File: config.mk
export PLATFORM = sky130hd
export DESIGN_NAME = lap_stopwatch
export DESIGN_NICKNAME = d
export VERILOG_FILES = /design/src/rtl/lap_stopwatch.sv
export SDC_FILE = /design/constraint.sdc
export NUM_CORES = 1
export LEC_CHECK = 0
export CORE_MARGIN = 3
export CORE_UTILIZATION = 50
export DETAILED_ROUTE_END_ITERATION = 10
export GPL_TIMING_DRIVEN = 0
export MAX_ROUTING_LAYER = met4
export PLACE_DENSITY = 0.69
export SETUP_SLACK_MARGIN = 0.05
export SYNTH_ARGS = -nofsm -noshare
export SYNTH_HDL_FRONTEND = slang
export SYNTH_SLANG_ARGS = --single-unit
export TNS_END_PERCENT = 10
File: constraint.sdc
create_clock -name clk -period 3.8 [get_ports clk]
set_input_delay 0.76 -clock clk [delete_from_list [all_inputs] [get_ports clk]]
set_output_delay 0.76 -clock clk [all_outputs]
set_load 0.02 [all_outputs]
File: src/rtl/lap_stopwatch.sv
// Stopwatch with a circular lap memory and lap recall.
// Build option LAP_SPLIT_EN: store split times instead of cumulative times.
module lap_stopwatch #(
    parameter int unsigned LAP_DEPTH = 4,
    parameter int unsigned MIN_LIMIT = 99,
    parameter int unsigned IDX_W     = 2
) (
    input  logic             clk,
    input  logic             rst,
    input  logic             tick,
    input  logic             start_stop,
    input  logic             lap,
    input  logic             clear,
    input  logic             next,
    output logic [6:0]       disp_min,
    output logic [6:0]       disp_sec,
    output logic [6:0]       disp_cs,
    output logic [IDX_W-1:0] disp_idx,
    output logic [IDX_W:0]   lap_count,
    output logic             running,
    output logic             recall,
    output logic             lap_full,
    output logic             overflow
);

    localparam int unsigned TW = 7;
    localparam int unsigned CW = IDX_W + 1;

    typedef struct packed {
        logic [TW-1:0] mn;
        logic [TW-1:0] sc;
        logic [TW-1:0] cs;
    } stamp_t;

    typedef enum logic [1:0] {S_IDLE, S_RUN, S_STOP, S_RECALL} state_t;

    state_t           state_q, state_d;
    stamp_t           live_q, live_d;
    stamp_t           disp_d;
    stamp_t           cap_val;
    stamp_t           mem [LAP_DEPTH];
    logic [IDX_W-1:0] wr_ptr_q, wr_ptr_d;
    logic [IDX_W-1:0] idx_d, phys;
    logic [CW-1:0]    cnt_d, phys_sum;
    logic             full_d, ovf_d, cap, clr_ok;
    logic             running_d, recall_d;

`ifdef LAP_SPLIT_EN
    stamp_t prev_q, prev_d;

    // Mixed-radix a - b, modulo one full counter period.
    function automatic stamp_t sub_t(input stamp_t a, input stamp_t b);
        stamp_t r;
        int     d;
        int     br;
        d  = int'(a.cs) - int'(b.cs);
        br = 0;
        if (d < 0) begin d = d + 100; br = 1; end
        r.cs = TW'(d);
        d  = int'(a.sc) - int'(b.sc) - br;
        br = 0;
        if (d < 0) begin d = d + 60; br = 1; end
        r.sc = TW'(d);
        d  = int'(a.mn) - int'(b.mn) - br;
        if (d < 0) d = d + int'(MIN_LIMIT) + 1;
        r.mn = TW'(d);
        return r;
    endfunction
`endif

    // State register; mode flags registered alongside the state.
    always_ff @(posedge clk) begin
        if (rst) begin
            state_q <= S_IDLE;
            running <= 1'b0;
            recall  <= 1'b0;
        end else begin
            state_q <= state_d;
            running <= running_d;
            recall  <= recall_d;
        end
    end

    // Next-state logic; clear outranks start_stop, which outranks next.
    always_comb begin
        state_d = state_q;
        unique case (state_q)
            S_IDLE:   if (!clear && start_stop) state_d = S_RUN;
            S_RUN:    if (start_stop) state_d = S_STOP;
            S_STOP: begin
                if (clear)                               state_d = S_IDLE;
                else if (start_stop)                     state_d = S_RUN;
                else if (next && lap_count != CW'(0))    state_d = S_STOP == S_STOP ? S_RECALL : S_STOP;
            end
            S_RECALL: begin
                if (clear)           state_d = S_IDLE;
                else if (start_stop) state_d = S_STOP;
            end
            default:  state_d = S_IDLE;
        endcase
    end

    // Counter, lap bookkeeping, recall index and display selection.
    always_comb begin
        live_d    = live_q;
        wr_ptr_d  = wr_ptr_q;
        cnt_d     = lap_count;
        full_d    = lap_full;
        ovf_d     = overflow;
        cap       = 1'b0;
        idx_d     = '0;
        phys_sum  = '0;
        phys      = '0;
        disp_d    = '0;
        running_d = (state_d == S_RUN);
        recall_d  = (state_d == S_RECALL);
        clr_ok    = clear && (state_q != S_RUN);
`ifdef LAP_SPLIT_EN
        prev_d  = prev_q;
        cap_val = sub_t(live_q, prev_q);
`else
        cap_val = live_q;
`endif

        if (clr_ok) begin
            live_d   = '0;
            wr_ptr_d = '0;
            cnt_d    = '0;
            full_d   = 1'b0;
            ovf_d    = 1'b0;
`ifdef LAP_SPLIT_EN
            prev_d   = '0;
`endif
        end else if (state_q == S_RUN) begin
            if (lap && !start_stop) begin
                cap      = 1'b1;
                wr_ptr_d = (wr_ptr_q == IDX_W'(LAP_DEPTH - 1)) ? '0 : wr_ptr_q + IDX_W'(1);
                if (lap_count == CW'(LAP_DEPTH)) full_d = 1'b1;
                else                             cnt_d  = lap_count + CW'(1);
`ifdef LAP_SPLIT_EN
                prev_d   = live_q;
`endif
            end
            if (tick) begin
                if (live_q.cs == TW'(99)) begin
                    live_d.cs = '0;
                    if (live_q.sc == TW'(59)) begin
                        live_d.sc = '0;
                        if (live_q.mn == TW'(MIN_LIMIT)) begin
                            live_d.mn = '0;
                            ovf_d     = 1'b1;
                        end else begin
                            live_d.mn = live_q.mn + TW'(1);
                        end
                    end else begin
                        live_d.sc = live_q.sc + TW'(1);
                    end
                end else begin
                    live_d.cs = live_q.cs + TW'(1);
                end
            end
        end

        // Logical index 0 is the oldest entry; newest sits at lap_count-1.
        if (state_d == S_RECALL) begin
            if (state_q != S_RECALL)                 idx_d = IDX_W'(lap_count - CW'(1));
            else if (!next)                          idx_d = disp_idx;
            else if (disp_idx == '0)                 idx_d = IDX_W'(lap_count - CW'(1));
            else                                     idx_d = disp_idx - IDX_W'(1);
        end

        phys_sum = lap_full ? CW'(wr_ptr_q) + CW'(idx_d) : CW'(idx_d);
        if (phys_sum >= CW'(LAP_DEPTH)) phys_sum = phys_sum - CW'(LAP_DEPTH);
        phys = IDX_W'(phys_sum);

        disp_d = (state_d == S_RECALL) ? mem[phys] : live_d;
    end

    // Datapath and output registers.
    always_ff @(posedge clk) begin
        if (rst) begin
            live_q    <= '0;
            wr_ptr_q  <= '0;
            lap_count <= '0;
            lap_full  <= 1'b0;
            overflow  <= 1'b0;
            disp_idx  <= '0;
            disp_min  <= '0;
            disp_sec  <= '0;
            disp_cs   <= '0;
        end else begin
            live_q    <= live_d;
            wr_ptr_q  <= wr_ptr_d;
            lap_count <= cnt_d;
            lap_full  <= full_d;
            overflow  <= ovf_d;
            disp_idx  <= idx_d;
            disp_min  <= disp_d.mn;
            disp_sec  <= disp_d.sc;
            disp_cs   <= disp_d.cs;
        end
    end

`ifdef LAP_SPLIT_EN
    always_ff @(posedge clk) begin
        if (rst) prev_q <= '0;
        else     prev_q <= prev_d;
    end
`endif

    // Lap storage; contents are don't-care after reset, so no reset here.
    always_ff @(posedge clk) begin
        if (!rst && cap) mem[wr_ptr_q] <= cap_val;
    end

endmodule

==> results.sh, run 1 <==
export IMPL_port_buffers=35
export IMPL_path_delay_family="simple AND/OR/NAND/NOR gates"
export IMPL_min_path_cells=2
export IMPL_path_clk_slew_ns=0.05
export IMPL_grt_usage_pct=21.5
export IMPL_area_growth_pct=18.7
export IMPL_dieWidth_um=112
export IMPL_via_per_inst=5.71
export IMPL_multi_input_area_mm2=0.00188
export IMPL_setup_violations=0
export IMPL_dr_first_iter_drc_count=286
export IMPL_postCtsSetupBuffers=0
export IMPL_status="finished clean"
export IMPL_synth_edff_count=84
export IMPL_criticalPathCategory="in2reg"
export IMPL_start_util_pct=51.5
export IMPL_design_area_mm2=0.00669
export IMPL_cts_resized=0
export IMPL_async_flop_share_pct=0
export IMPL_fin_skew_ns=0.00964
export IMPL_yosys_warnings=0
export IMPL_nets=508
export IMPL_grt_pass1_vias=3732
export IMPL_ctsHoldBuffers=0
export IMPL_arrival_ns=3.42
export IMPL_num_rows=38
export IMPL_critPathMaxFanout=21
export IMPL_cp_slowest_cell="and2_1"
export IMPL_first_pass_iters=4
export IMPL_p_switching_mw=0.598
export IMPL_grt_max_degree=22
export IMPL_finalMaxSlewViolations=0
export IMPL_cts_tree="done"
export IMPL_seq_area_frac_synth_pct=64.3
export IMPL_synth_nets=454
export IMPL_fin_tns_setup_ns=0
export IMPL_dpl_cell_area_mm2=0.00616
export IMPL_root_buffer="clkbuf_16"
export IMPL_crit_path_start_kind="input port"
export IMPL_cts_buffer_depth=2
export IMPL_cp_num_buf_inv=1
export IMPL_vias=3685
export IMPL_hold_class="reg2reg"
export IMPL_powerDensity_mw_per_mm2=463
export IMPL_rsz0062_at_grt="false"
export IMPL_antenna_found_initial=0
export IMPL_p_leak_nw=2.47
export IMPL_worstSkewPairLatency_ns=0.41
export IMPL_endpoint_kind="register"
export IMPL_synth_cell_types=54
export IMPL_crit_cells=4
export IMPL_crit_chain="clkdlybuf4s50_1 -> nor3b_1 -> nor2b_1 -> and2_1"
export IMPL_pwr_share_seq_pct=51.2
export IMPL_postRouteAntennaNets=0
export IMPL_fmax_ghz=0.294
export IMPL_nFillCells=900
export IMPL_hold_viol_final=0
export IMPL_coreArea_mm2=0.0109
export IMPL_crit_required_ns=3.82
export IMPL_htreeDepth=4
export IMPL_gp_congestion=0.825
export IMPL_max_stage_delay_ns=1.00
export IMPL_io_pins=37
export IMPL_internal_power_mw=2.50
export IMPL_grt_pass1_wl_um=20000
export IMPL_die_h_um=112
export IMPL_fin_crit_ns=3.40
export IMPL_sw_frac_of_total_pct=19.3
export IMPL_ys_ff_latch=139
export IMPL_cts_buffers=17
export IMPL_syn_inst=438
export IMPL_avgSynthCellArea_um2=12.9
export IMPL_syn_area_mm2=0.00564
export IMPL_ys_top_cells_by_area="edfxtp_1, dfxtp_1, mux2i_1"
export IMPL_diodes=0
export IMPL_post_dp_hpwl_um=7910
export IMPL_clkPwrFrac_pct=47.1
export IMPL_avgRoutedWirePerCell_um=19.7
export IMPL_seq_area_mm2=0.00362
export IMPL_fin_crit_sh_pct=89.5
export IMPL_r2r_cells=5
export IMPL_cap_viol_max_count=0
export IMPL_route_detailed_drc=0
export IMPL_worst_pin_slew_ns=1.26
export IMPL_ir_drop_mv=0.409
export IMPL_cts_sink_count=139
export IMPL_max_slew_margin_pct=16.0
export IMPL_p_comb_share_pct=1.6
export IMPL_routed_wl_um=12700
export IMPL_die_area_mm2=0.0126
export IMPL_netlist_area_leader_share_pct=44.8
export IMPL_drive_gt1_share_pct=11.1
export IMPL_synth_area_leader_cell="edfxtp_1"
export IMPL_post_route_util_pct=61.2
export IMPL_gr_total_overflow=0
export IMPL_synthFlopType="edfxtp_1"
[worst register-to-register path: stages (launching register included)]
cell	delay (ns)
dfxtp_1	0.33
buf_2	0.21
nand2b_1	0.12
nor3b_1	0.88
nor2b_1	0.33
and2_1	1.01
[power groups by stage]
| stage | clock, mW | combinational, mW | sequential [mW] |
|---|---|---|---|
| floorplan | 0 | 0.0279 | 1.62 |
| global placement | 0 | 0.0490 | 1.62 |
| detailed placement | 0 | 0.0504 | 1.62 |
| CTS | 1.48 | 0.0506 | 1.59 |
| global route | 1.55 | 0.0556 | 1.59 |
| finish | 1.46 | 0.0508 | 1.59 |
[Yosys cell counts (all sizes together), types with 7 or more instances]
master,n
nor4,17
nand4,7
ha,9
mux2,17
mux2i,26
a21oi,14
clkbuf,12
nand3,9
edfxtp,84
dfxtp,55
nand2,20
xor2,14
nand2b,7
nor3,8
buf,11
nor2,49
a311oi,13
[registers in the layout, indices dropped and copies added, names as in the netlist, 2 cells and up]
| name | count |
|---|---|
| lap_count | 3 |
| mem | 84 |
| disp_idx | 2 |
| cap_val | 21 |
| disp_min | 7 |
| disp_cs | 7 |
| state_q | 2 |
| disp_sec | 7 |
| wr_ptr_q | 2 |
[final timing paths]
| path | slack, ns | endpoint | from |
|---|---|---|---|
| worst max-delay path | 0.40 | mem[3][15] | lap |
| worst min-delay path | 0.51 | overflow | overflow |
| worst max register to register | 0.51 | mem[3][15] | state_q[0] |
| worst min register to register | 0.51 | overflow | overflow |
[cells in the final DEF (no fill, tap or decap), drive strengths merged, types with 3 or more instances in the layout]
cell / count
mux2: 17
clkdlybuf4s50: 35
a31oi: 4
nor2: 49
or3: 4
clkbuf: 40
clkinv: 5
a21oi: 14
buf: 11
o21ai: 4
nand3: 9
mux2i: 26
o211ai: 3
and2: 5
nand4: 7
nand2: 20
dfxtp: 55
xnor2: 3
a311oi: 13
nand2b: 7
a211o: 3
nor2b: 4
xor2: 14
edfxtp: 84
nor4: 17
inv: 5
and3: 6
nor3: 8
ha: 9
[cell families after synthesis]
family | after synthesis | synth area share, %
AO/OA/AOI/OAI | 50 | 6.26
XOR/XNOR | 17 | 2.78
adder cells (fa/ha/maj) | 9 | 2.00
buffers and inverters | 29 | 2.46
flip-flops | 139 | 64.3
multiplexers | 43 | 8.02
AND/OR/NAND/NOR | 151 | 14.2
[layout make-up]
| cell class | instances | area share (%) |
|---|---|---|
| flip-flops and latches | 139 | 54.2 |
| multi-input cells | 270 | 28.0 |
| clock buffers | 28 | 7.58 |
| repair buffers | 35 | 5.24 |
| well taps | 140 | 2.62 |
| plain buffers | 23 | 1.74 |
| inverters | 6 | 0.337 |
| clock inverters | 4 | 0.281 |
[stage by stage]
| step | setup WS (ns) | hold WS, ns | power [mW] | std cells |
|---|---|---|---|---|
| 3_3_place_gp | -0.0935 | 0.480 | 1.67 | 613 |
| 3_5_place_dp | -0.187 | 0.498 | 1.67 | 613 |
| 6_report | 0.400 | 0.506 | 3.10 | 645 |
| 4_1_cts | 0.274 | 0.508 | 3.12 | 645 |
| 5_1_grt | 0.177 | 0.539 | 3.19 | 645 |
| 2_1_floorplan | 1.01 | 0.483 | 1.65 | 438 |
[per-layer routing]
layer / routed length [um] / track usage, % / vias up
met4: 204 / 7.77 / 0
met3: 781 / 5.50 / 19
met2: 6210 / 33.5 / 102
li1: - / - / 1756
met5: 0 / - / -
met1: 5510 / 27.6 / 1808
Note: power is estimated with default switching activity, not from simulation.
==> inputs of run 2 (changes only) <==
GPL_TIMING_DRIVEN = not set   (was 0)
==> results.sh, run 2 (synthesis results as in run 1) <==
export IMPL_finalMaxSlewViolations=0
export IMPL_p_leak_nw=2.53
export IMPL_min_to="overflow"
export IMPL_drive_gt1_share_pct=13.1
export IMPL_r2r_cells=9
export IMPL_grt_max_degree=25
export IMPL_post_route_util_pct=62.2
export IMPL_postRouteAntennaNets=0
export IMPL_fmax_ghz=0.312
export IMPL_power_mw=3.30
export IMPL_max_stage_delay_ns=0.70
export IMPL_powerDensity_mw_per_mm2=484
export IMPL_io_pins=37
export IMPL_path_clk_slew_ns=0.06
export IMPL_avgRoutedWirePerCell_um=19.1
export IMPL_hold_viol_final=0
export IMPL_fin_skew_ns=0.0122
export IMPL_postCtsSetupBuffers=0
export IMPL_gp_congestion=0.854
export IMPL_setup_violations=0
export IMPL_rsz0062_at_grt="false"
export IMPL_grt_pass1_vias=3649
export IMPL_dpl_cell_area_mm2=0.00620
export IMPL_critPathMaxFanout=18
export IMPL_routed_wl_um=12200
export IMPL_dr_first_iter_drc_count=274
export IMPL_design_area_mm2=0.00680
export IMPL_vias=3720
export IMPL_endpoint_kind="register"
export IMPL_cts_tree="done"
export IMPL_worst_pin_slew_ns=0.904
export IMPL_crit_chain="clkdlybuf4s50_1 -> nor2_1 -> nand2_1 -> nor4_4 -> and4_1 -> o21a_1 -> or2_1 -> o311ai_0"
export IMPL_largest_register="mem"
export IMPL_dieWidth_um=112
export IMPL_area_growth_pct=20.7
export IMPL_fin_crit_ns=3.21
export IMPL_ff2ff_setup_slack_ns=0.77
export IMPL_root_buffer="clkbuf_16"
export IMPL_ir_drop_mv=0.267
export IMPL_status="finished clean"
export IMPL_nFillCells=857
export IMPL_first_pass_iters=5
export IMPL_antenna_found_initial=0
export IMPL_crit_path_start_kind="input port"
export IMPL_die_h_um=112
export IMPL_fin_crit_sh_pct=84.4
export IMPL_ctsHoldBuffers=0
export IMPL_criticalPathCategory="in2reg"
export IMPL_final_common_cell="edfxtp_1"
export IMPL_final_cell_mix="edfxtp_1, dfxtp_1, nor2_1"
export IMPL_hold_class="reg2reg"
export IMPL_min_path_cells=2
export IMPL_regToRegStartpoint="lap_count[0]"
export IMPL_die_area_mm2=0.0126
export IMPL_crit_required_ns=4.04
export IMPL_cts_resized=0
export IMPL_post_dp_hpwl_um=7200
export IMPL_cts_buffers=17
export IMPL_cp_slowest_cell="or2_1"
export IMPL_worstReg2RegEnd="disp_cs[4]"
export IMPL_gr_total_overflow=0
export IMPL_max_slew_margin_pct=39.7
export IMPL_grt_usage_pct=20.5
export IMPL_coreArea_mm2=0.0109
export IMPL_port_buffers=36
export IMPL_fin_tns_setup_ns=0
export IMPL_grt_pass1_wl_um=19300
export IMPL_route_detailed_drc=0
export IMPL_arrival_ns=3.45
export IMPL_start_util_pct=51.5
export IMPL_htreeDepth=4
export IMPL_largest_reg_flops=84
export IMPL_diodes=0
export IMPL_via_per_inst=5.85
export IMPL_cts_buffer_depth=2
export IMPL_worstSkewPairLatency_ns=0.41
export IMPL_cap_viol_max_count=0
export IMPL_num_rows=38
export IMPL_nets=499
export IMPL_cts_sink_count=139
export IMPL_hp_start="overflow"
run 2: cell count changes in the layout (fill, tap and decap cells not counted), moves of 3 or more:
cell	change
buf_12	+3
buf_2	-6
buf_4	+8
bufinv_16	+3
clkbuf_1	-18
clkinvlp_4	+3
run 2: per-layer routing:
metal  wire length (um)  global-route usage, %
met1               5400                   26.4
met5                  0                      -
met2               5850                   31.0
met3                734                   5.50
met4                193                   8.41
run 2: worst max-delay path by stage:
stage	to	slack [ns]	startpoint	depth (start not counted)
finish	disp_cs[4]	0.59	clear	8
floorplan	disp_cs[3]	1.01	start_stop	8
CTS	disp_cs[4]	0.66	clear	8
detailed placement	disp_cs[4]	0.26	next	8
global placement	disp_cs[4]	0.37	clear	8
global route	disp_sec[0]	0.42	clear	8
run 2: layout make-up:
class / instances / area, um^2 / area share [%]
Clock buffer: 20 / 457 / 6.71
Multi-Input combinational cell: 270 / 1880 / 27.7
Timing Repair Buffer: 49 / 495 / 7.28
Inverter: 6 / 22.5 / 0.331
Tap cell: 140 / 175 / 2.57
Sequential cell: 139 / 3620 / 53.3
Clock inverter: 12 / 146 / 2.15
run 2: report_power, final:
part	internal [mW]	switching, mW	total (mW)
Sequential	1.58	0.00486	1.59
Combinational	0.0182	0.0287	0.0470
Clock	1.06	0.598	1.66
Total	2.66	0.632	3.30
run 2: through the flow:
step / setup slack (ns) / cells / hold slack, ns
after global routing: 0.425 / 636 / 0.542
final: 0.591 / 636 / 0.491
after global placement: 0.367 / 604 / 0.486
after floorplan: 1.01 / 438 / 0.483
after detailed placement: 0.262 / 604 / 0.491
after CTS: 0.662 / 636 / 0.502
run 2: worst max-delay path, delay by kind of cell:
kind | cells | cell delay [ns]
buffers and inverters | 1 | 0.52
AO/OA/AOI/OAI | 2 | 0.39
AND/OR/NAND/NOR | 5 | 1.78
